$ cat config.mk
export PLATFORM = sky130hd
export DESIGN_NAME = psiso_tx_ctrl
export DESIGN_NICKNAME = d
export VERILOG_FILES = /design/src/rtl/psiso_tx_ctrl.sv
export SDC_FILE = /design/constraint.sdc
export NUM_CORES = 1
export LEC_CHECK = 0
export BUFFER_PORTS_ARGS = -buffer_cell sky130_fd_sc_hd__buf_2
export CORE_ASPECT_RATIO = 0.7
export CORE_MARGIN = 2
export CORE_UTILIZATION = 39
export CTS_CLUSTER_DIAMETER = 150
export DETAILED_ROUTE_END_ITERATION = 12
export GPL_TIMING_DRIVEN = 0
export HOLD_SLACK_MARGIN = 0.05
export PLACE_DENSITY = 0.64
export SLEW_MARGIN = 20
export SYNTH_ARGS = -nofsm -noshare
export SYNTH_HDL_FRONTEND = slang
export SYNTH_SLANG_ARGS = --single-unit
$ cat constraint.sdc
create_clock -name i_clk -period 1.65 [get_ports i_clk]
set_clock_uncertainty 0.2 [all_clocks]
set_input_delay 0.4125 -clock i_clk [delete_from_list [all_inputs] [get_ports i_clk]]
set_output_delay 0.4125 -clock i_clk [all_outputs]
set_load 0.05 [all_outputs]
$ cat src/rtl/psiso_tx_ctrl.sv
// Two-requester parallel-in / serial-out transmit controller.
// A round-robin arbiter picks one requester in IDLE, loads its word and
// sends it LSB first over WIDTH cycles. GAP idle cycles follow each frame.
// All outputs come straight from flops.
module psiso_tx_ctrl #(
    parameter int WIDTH = 4,
    parameter int GAP   = 1
) (
    input  logic             i_clk,
    input  logic             i_rst,
    input  logic             i_req0,
    input  logic [WIDTH-1:0] i_data0,
    input  logic             i_req1,
    input  logic [WIDTH-1:0] i_data1,
    output logic             o_gnt0,
    output logic             o_gnt1,
    output logic             o_q,
    output logic             o_valid,
    output logic             o_done,
    output logic             o_busy,
    output logic             o_src
);

    // One counter serves both the bit index in SHIFT and the idle count in GAP.
    localparam int CNT_MAX = (WIDTH > GAP) ? WIDTH : GAP;
    localparam int CW      = $clog2(CNT_MAX + 1);
    localparam logic [CW-1:0] BIT_LAST = CW'(WIDTH - 1);
    localparam logic [CW-1:0] GAP_LAST = CW'(GAP - 1);

    typedef enum logic [1:0] {
        ST_IDLE  = 2'd0,
        ST_SHIFT = 2'd1,
        ST_GAP   = 2'd2
    } state_t;

    state_t           state_q, state_d;
    logic [WIDTH-1:0] sr_q, sr_d;
    logic [CW-1:0]    cnt_q, cnt_d;
    logic             src_q, src_d;
    logic             arb_seen_q, arb_seen_d;
    logic             gnt0_q, gnt0_d;
    logic             gnt1_q, gnt1_d;
    logic             q_q, q_d;
    logic             valid_q, valid_d;
    logic             done_q, done_d;
    logic             busy_q, busy_d;
    logic             win_s;

    // Round-robin winner; before the first grant requester 0 has priority.
    always_comb begin
        win_s = 1'b0;
        if (i_req0 && i_req1) begin
            if (arb_seen_q) begin
                win_s = ~src_q;
            end else begin
                win_s = 1'b0;
            end
        end else if (i_req1) begin
            win_s = 1'b1;
        end else begin
            win_s = 1'b0;
        end
    end

    // Next-state logic plus the next values of every registered output.
    always_comb begin
        state_d    = state_q;
        sr_d       = sr_q;
        cnt_d      = cnt_q;
        src_d      = src_q;
        arb_seen_d = arb_seen_q;
        gnt0_d     = 1'b0;
        gnt1_d     = 1'b0;
        case (state_q)
            ST_IDLE: begin
                if (i_req0 || i_req1) begin
                    state_d    = ST_SHIFT;
                    cnt_d      = '0;
                    src_d      = win_s;
                    arb_seen_d = 1'b1;
                    sr_d       = win_s ? i_data1 : i_data0;
                    gnt0_d     = ~win_s;
                    gnt1_d     = win_s;
                end else begin
                    state_d = ST_IDLE;
                end
            end
            ST_SHIFT: begin
                sr_d = {1'b0, sr_q[WIDTH-1:1]};
                if (cnt_q == BIT_LAST) begin
                    state_d = ST_GAP;
                    cnt_d   = '0;
                end else begin
                    cnt_d = cnt_q + CW'(1);
                end
            end
            ST_GAP: begin
                if (cnt_q == GAP_LAST) begin
                    state_d = ST_IDLE;
                    cnt_d   = '0;
                end else begin
                    cnt_d = cnt_q + CW'(1);
                end
            end
            default: begin
                state_d = ST_IDLE;
                cnt_d   = '0;
                sr_d    = '0;
            end
        endcase
        valid_d = (state_d == ST_SHIFT);
        q_d     = valid_d ? sr_d[0] : 1'b0;
        done_d  = valid_d && (cnt_d == BIT_LAST);
        busy_d  = (state_d != ST_IDLE);
    end

    // State, datapath and output registers; reset clears everything at once.
    always_ff @(posedge i_clk or negedge i_rst) begin
        if (!i_rst) begin
            state_q    <= ST_IDLE;
            sr_q       <= '0;
            cnt_q      <= '0;
            src_q      <= 1'b0;
            arb_seen_q <= 1'b0;
            gnt0_q     <= 1'b0;
            gnt1_q     <= 1'b0;
            q_q        <= 1'b0;
            valid_q    <= 1'b0;
            done_q     <= 1'b0;
            busy_q     <= 1'b0;
        end else begin
            state_q    <= state_d;
            sr_q       <= sr_d;
            cnt_q      <= cnt_d;
            src_q      <= src_d;
            arb_seen_q <= arb_seen_d;
            gnt0_q     <= gnt0_d;
            gnt1_q     <= gnt1_d;
            q_q        <= q_d;
            valid_q    <= valid_d;
            done_q     <= done_d;
            busy_q     <= busy_d;
        end
    end

    assign o_gnt0  = gnt0_q;
    assign o_gnt1  = gnt1_q;
    assign o_q     = q_q;
    assign o_valid = valid_q;
    assign o_done  = done_q;
    assign o_busy  = busy_q;
    assign o_src   = src_q;

endmodule

==> results of run 1 <==
## metal layers
metal | global-route usage (%) | up-vias | wire (um)
met5 | 0 | - | 0
li1 | - | 367 | -
met2 | 22.98 | 30 | 811
met1 | 23.81 | 357 | 915
met4 | 3.913 | 0 | 15
met3 | 5.556 | 2 | 185
## power groups by stage
| stage | sequential (W) | combinational [W] | clock [W] |
|---|---|---|---|
| 6_report | 0.000668 | 0.00110 | 0.000226 |
| 5_1_grt | 0.000692 | 0.00120 | 0.000261 |
| 4_1_cts | 0.000661 | 0.00102 | 0.000235 |
| 3_5_place_dp | 0.000665 | 0.000906 | 0 |
| 3_3_place_gp | 0.000662 | 0.000893 | 0 |
| 2_1_floorplan | 0.000835 | 0.000519 | 0 |
## worst register-to-register path, delay by kind of cell, from the launching register on
family | cells | cell delay (ns)
adder cells (fa/ha/maj) | 1 | 0.13
AND/OR/NAND/NOR | 2 | 0.52
flip-flops | 1 | 0.41
AO/OA/AOI/OAI | 1 | 0.17
buffers and inverters | 2 | 0.15
## worst min-delay path by stage
stage / depth (start not counted) / start / slack, ns / endpoint
floorplan: 0 / i_rst / -0.08 / arb_seen_q
global placement: 1 / i_rst / 0.15 / o_gnt0
detailed placement: 1 / i_rst / 0.15 / o_valid
CTS: 3 / i_data0[1] / 0.18 / sr_q[1]
global route: 3 / i_data0[1] / 0.19 / sr_q[1]
finish: 3 / i_data0[1] / 0.18 / sr_q[1]
## synth_stat cells, types with 2 or more instances
cell type	number	area share [%]
buf_2	3	1.7
nand3_1	3	1.7
and3b_1	2	2.0
ha_1	4	5.6
o31ai_1	2	1.7
o2111ai_1	4	3.9
a31oi_1	2	1.4
nor2_1	3	1.3
dfrtp_1	17	47
nand2_1	4	1.7
nand4_1	5	3.5
inv_1	10	4.2
a21oi_1	4	2.2
## final cells by class
cell class | count | area [um2] | share of cell area [%]
multi-input cells | 53 | 449.2 | 39.28
inverters | 12 | 50.05 | 4.376
plain buffers | 5 | 33.78 | 2.954
clock inverters | 1 | 5.005 | 0.4376
clock buffers | 3 | 22.52 | 1.969
flip-flops and latches | 17 | 426.7 | 37.31
repair buffers | 20 | 116.4 | 10.18
well taps | 32 | 40.04 | 3.501
## cell families (layout without fill, tap and decap cells)
| kind of cell | count (synthesis) | in the layout | synth area share, % |
|---|---|---|---|
| adders and majority gates | 4 | 4 | 5.587 |
| and+or+nand+nor | 28 | 28 | 19.97 |
| DFF | 17 | 17 | 47.49 |
| AOI/OAI and AO/OA | 21 | 21 | 17.88 |
| buffers and inverters | 17 | 41 | 9.078 |
## repair_timing
item                       CTS  global route
buffers inserted             2             0
hold buffers                 1             0
resized for setup            8             9
setup endpoints to repair    2             6
hold endpoints to repair    17             0
pin swaps                    3             4
## flip-flops by register name (all words and copies together) (netlist names)
register and count:
o_src 1, o_gnt0 1, o_valid 1, sr_q 4, state_q 2, arb_seen_q 1
o_busy 1, o_q 1, o_done 1, cnt_q 3, o_gnt1 1
## stage by stage
| stage | setup slack [ns] | total power, W | area (um2) | hold slack, ns |
|---|---|---|---|---|
| floorplan | 0.01277 | 0.001354 | 895.9 | -0.08309 |
| global placement | -0.1238 | 0.001555 | 1021 | 0.1540 |
| detailed placement | -0.1386 | 0.001570 | 1021 | 0.1547 |
| CTS | -0.007347 | 0.001921 | 1111 | 0.1808 |
| global route | -0.06360 | 0.002156 | 1144 | 0.1909 |
| finish | -0.009847 | 0.001990 | 1144 | 0.1833 |
==> results.yml, run 1 <==
run_status:
  status: "finished, violations left"
  violations: "negative setup slack"
drt:
  first_iter_violations: 34
  drcViolationCount: 0
  vias: 756
  vias_per_cell: 5.287
  first_pass_iters: 4
  ant_nets: 0
  wirelength_mm: 1.927
  wire_per_inst_um: 13.48
clock_network:
  clkTransAtPathRegs_ns: 0.10
  root_buffer: "clkbuf_4"
  cts_tree: "done"
  htree_levels: 1
  cts.sinks: 17
  cts_max_path_buffers: 2
  clk_latency_ns: 0.29
  cts_made_buffers: 3
synthesis:
  yosysUniqueCellTypes: 37
  synth_warnings: 0
  async_flop_share_pct: 100.0
  synth_edf_count: 0
  yosysSeqAreaShare_pct: 47.49
  synthesis.area_um2: 895.9
  ys_seq_elements: 17
  synth_cells: 87
  syn_nets: 103
  avgSynthCellArea_um2: 10.30
  synth_ff_type: "dfrtp_1"
placement:
  gp_congestion: 0.8044
  place_inst: 136
  io_buffers: 17
  dp_hpwl_mm: 1.392
final_layout:
  most-common-layout-cells: "buf_2 (19), dfrtp_1 (16), inv_1 (9), nand4_1 (5)"
  fillers: 212
  post_layout_nonfiller_instances: 143
  final_util_pct: 53.08
  diodes: 0
  drive_above_1_share_pct: 38.74
  final_common_cell: "buf_2"
  finish.net_count: 128
  syn2layout_area_growth_pct: 27.65
setup_path:
  critPathCaptureType: "flop"
  path_delay_family: "simple AND/OR/NAND/NOR gates"
  reg2reg_slack_ns: -0.01
  worst_ep_arrival_time_ns: 1.68
  required_ns: 1.67
  crit_end: "cnt_q[0]"
  cp_num_buf_inv: 2
  cp-startpoint: "cnt_q[0]"
  critPathMaxFanout: 3
  worst_r2r_path_depth: 6
  crit_chain: "buf_6 > inv_4 > ha_4 > nor2b_4 > or3_4 > o22ai_2"
  r2r_start: "cnt_q[0]"
  crit_cells: 6
  critPathKind: "flop to flop"
  start_kind: "flop"
  crit_path_max_incr_delay_ns: 0.41
  crit_slowest_cell: "dfrtp_2"
  r2r-end: "cnt_q[0]"
global_route:
  overflow: 0
  first_global_vias: 668
  grt_usage_pct: 16.25
  antenna_found_initial: 0
  grt_pass1_wl_mm: 3.146
  grt_max_degree: 18
min_path:
  hold_class: "input port to flop"
floorplan:
  initial_core_util_pct: 41.58
  io_pins: 19
  dieHeight_um: 44.10
  num_rows: 14
  die_w_um: 61.29
  die_area_mm2: 0.002703
  core_mm2: 0.002155
power_and_ir_drop:
  seqPwrFrac_pct: 33.6
  p_int_w: 0.001108
  p_switching_w: 0.0008822
  swShare_pct: 44.34
  p_clk_share_pct: 11.4
  comb_power_share_pct: 55.0
  power_density_mw_per_mm2: 1740
  leakagePower_nw: 0.5484
  worst_ir_drop_vdd_mv: 0.5951
timing:
  relSlewSlack_pct: 74.39
  period_needed_ns: 1.660
  hold_violations: 0
  drv_slew: 0
  fmax_mhz: 602.5
  worst_pin_slew_ns: 0.3842
  fin_tns_setup_ns: -0.009847
  rsz0062_at_grt: "true"
  finalSetupViolCount: 1
  layout_setup_ws_ns: -0.009847
  fin_crit_sh_pct: 100.6
run:
  cap_viol_max_count: 0
Note: power is estimated with default switching activity, not from simulation.
==> run 2: changes to the inputs <==
ABC_AREA = 1   (was unset)
PLACE_DENSITY = unset   (was 0.64)
PLACE_DENSITY_LB_ADDON = 0.12   (was unset)
SKIP_CTS_REPAIR_TIMING = 1   (was unset)
==> run 2 against run 1 <==
  * The run now ends clean
  * Cell count down 4.2%
  * Clock power down 3%
  * Synthesized cell count up 5.7%
  * First-iteration DRC count down 56%
  * Sequential power down 4.0%
  * Cell area down 13%
  * Maximum frequency up 4.4%
  * Worst setup slack better by 0.071 ns
  * Flip-flop and latch count unchanged
  * Critical path type unchanged
  * Largest power group unchanged
==> results.yml, run 2 <==
power_and_ir_drop:
  total_power_w: 0.001754
  leakagePower_nw: 0.5435
  worst_ir_drop_vdd_mv: 0.7771
  power_density_mw_per_mm2: 1757
setup_path:
  critPathCaptureType: "flop"
  path_delay_family: "adder cells"
  crit_slowest_cell: "dfrtp_1"
  r2r_start: "cnt_q[0]"
  crit_chain: "ha_1 > ha_1 > inv_2 > o22ai_1 > or2_1"
  critPathKind: "flop to flop"
  required_ns: 1.63
  start_kind: "flop"
  worst_ep_arrival_time_ns: 1.57
  crit_path_max_incr_delay_ns: 0.43
  path_common_cell: "ha_1"
  cp_num_buf_inv: 1
  critPathMaxFanout: 3
  cp-startpoint: "cnt_q[0]"
global_route:
  first_global_vias: 572
  overflow: 0
  grt_max_degree: 18
  antenna_found_initial: 0
  grt_usage_pct: 14.11
  grt_pass1_wl_mm: 2.615
final_layout:
  regMostFlops: "sr_q"
  most-common-layout-cells: "buf_2 (18), nand2_1 (17), dfrtp_1 (17), inv_1 (14), nand3_1 (9)"
  drive_above_1_share_pct: 30.43
  final_common_cell: "buf_2"
  largest_reg_flops: 4
  syn2layout_area_growth_pct: 19.10
  finish.net_count: 132
  reg_top3: "sr_q x4, cnt_q x3, state_q x2"
  fillers: 184
  diodes: 0
synthesis:
  synthesis.area_um2: 838.3
  syn_nets: 108
  ys_seq_elements: 17
  synth_warnings: 0
  synth_top_area_share_pct: 50.75
  synth_commonest_cells: "dfrtp_1 (17), nand2_1 (17), inv_1 (15), nand3_1 (10), nor2_1 (6)"
  yosys-top-cells-area: "dfrtp_1 (51%), nand2_1 (7.6%), inv_1 (6.7%)"
  synth_cells: 92
  synth_edf_count: 0
  synth_ff_type: "dfrtp_1"
  async_flop_share_pct: 100.0
  yosysTopAreaCell: "dfrtp_1"
  yosysUniqueCellTypes: 23
  avgSynthCellArea_um2: 9.112
  yosysSeqAreaShare_pct: 50.75
floorplan:
  die_area_mm2: 0.002542
  dieHeight_um: 42.79
  die_w_um: 59.42
  core_mm2: 0.001936
  initial_core_util_pct: 43.31
  num_rows: 13
  io_pins: 19
clock_network:
  clkTransAtPathRegs_ns: 0.10
  cts_tree: "done"
  cts_made_buffers: 3
  cts.sinks: 17
  htree_levels: 1
  cts_max_path_buffers: 2
  clk_latency_ns: 0.29
  root_buffer: "clkbuf_4"
timing:
  fmax_mhz: 629.2
  period_needed_ns: 1.589
  hold_violations: 0
  worst_pin_slew_ns: 0.3828
  relSlewSlack_pct: 74.48
  drv_slew: 0
  whs_ns: 0.1833
  rsz0062_at_grt: "true"
  fin_crit_sh_pct: 96.32
  finalSetupViolCount: 0
placement:
  io_buffers: 18
  dp_hpwl_mm: 1.197
  gp_congestion: 0.7903
drt:
  vias_per_cell: 4.679
  wire_per_inst_um: 11.18
  wirelength_mm: 1.532
  first_pass_iters: 4
  ant_nets: 0
  vias: 641
  drcViolationCount: 0
  first_iter_violations: 15
run_status:
  status: "finished, final reports clean"
min_path:
  min_from: "i_data1[1]"
  hold_class: "input port to flop"
run:
  cap_viol_max_count: 0
==> run 2: cell types whose count changed in the layout (fill, tap and decap cells not counted), sizes merged, moves of 4 or more <==
cell     before  now
nor2          4    9
nand3         3   11
nand4         5    1
nand2         4   18
o2111ai       4    0
inv          12   17
o21ai         1    5
buf          24   18
==> run 2: report_power, final <==
part	total [W]	internal, W	switching (W)
combinational	0.000893	0.000270	0.000624
clock	0.000220	0.0000900	0.000130
sequential	0.000641	0.000567	0.0000742
==> run 2: cell type report <==
cell class                 instances  area [um2]  area share, %
multi-input combinational         58       354.1          35.46
clock inverter                     1       5.005         0.5013
clock buffer                       3       22.52          2.256
tap                               22       27.53          2.757
sequential                        17       425.4          42.61
timing repair buffer              19       100.1          10.03
inverter                          17       63.81          6.391
==> run 2: kinds of logic (layout without fill, tap and decap cells) <==
kind of cell,Yosys count,in the layout,share of synthesized area [%]
buffers and inverters,17,40,7.612
adders and majority gates,4,4,5.970
DFF,17,17,50.75
and+or+nand+nor,43,43,25.97
AOI/OAI and AO/OA,11,11,9.702
==> run 2: per-layer routing <==
| layer | vias up | routed length [um] | GRT usage, % |
|---|---|---|---|
| met2 | 20 | 595 | 18.02 |
| met3 | 4 | 83 | 6.402 |
| met4 | 0 | 27 | 4.091 |
| met1 | 270 | 825 | 20.83 |
| met5 | - | 0 | 0 |
| li1 | 347 | - | - |
==> run 2: worst reg2reg max path: stages (launching register included) <==
cell and delay, ns:
dfrtp_1 0.43, ha_1 0.23, ha_1 0.23, inv_2 0.08, o22ai_1 0.10, or2_1 0.21
==> run 2: path summary, 6_finish.rpt <==
| check | end | slack [ns] | cells after the start |
|---|---|---|---|
| max | o_busy | 0.06 | 5 |
| min | sr_q[1] | 0.18 | 3 |
| max reg2reg | o_busy | 0.06 | 5 |
| min reg2reg | arb_seen_q | 0.27 | 1 |
| max in group asynchronous | arb_seen_q | 0.61 | 2 |
| min in group asynchronous | cnt_q[0] | 0.37 | 2 |
==> run 2: metrics by stage <==
step | setup slack (ns) | std cells | setup TNS [ns] | cell area [um2] | util, %
after floorplan | 0.1388 | 92 | 0 | 838.3 | -
after global placement | 0.05645 | 132 | 0 | 955.9 | 49.39
after detailed placement | 0.05527 | 132 | 0 | 955.9 | 49.39
after CTS | 0.03485 | 136 | 0 | 983.4 | 50.81
after global routing | -0.001361 | 137 | -0.001361 | 998.5 | 51.58
final | 0.06068 | 137 | 0 | 998.5 | 51.58
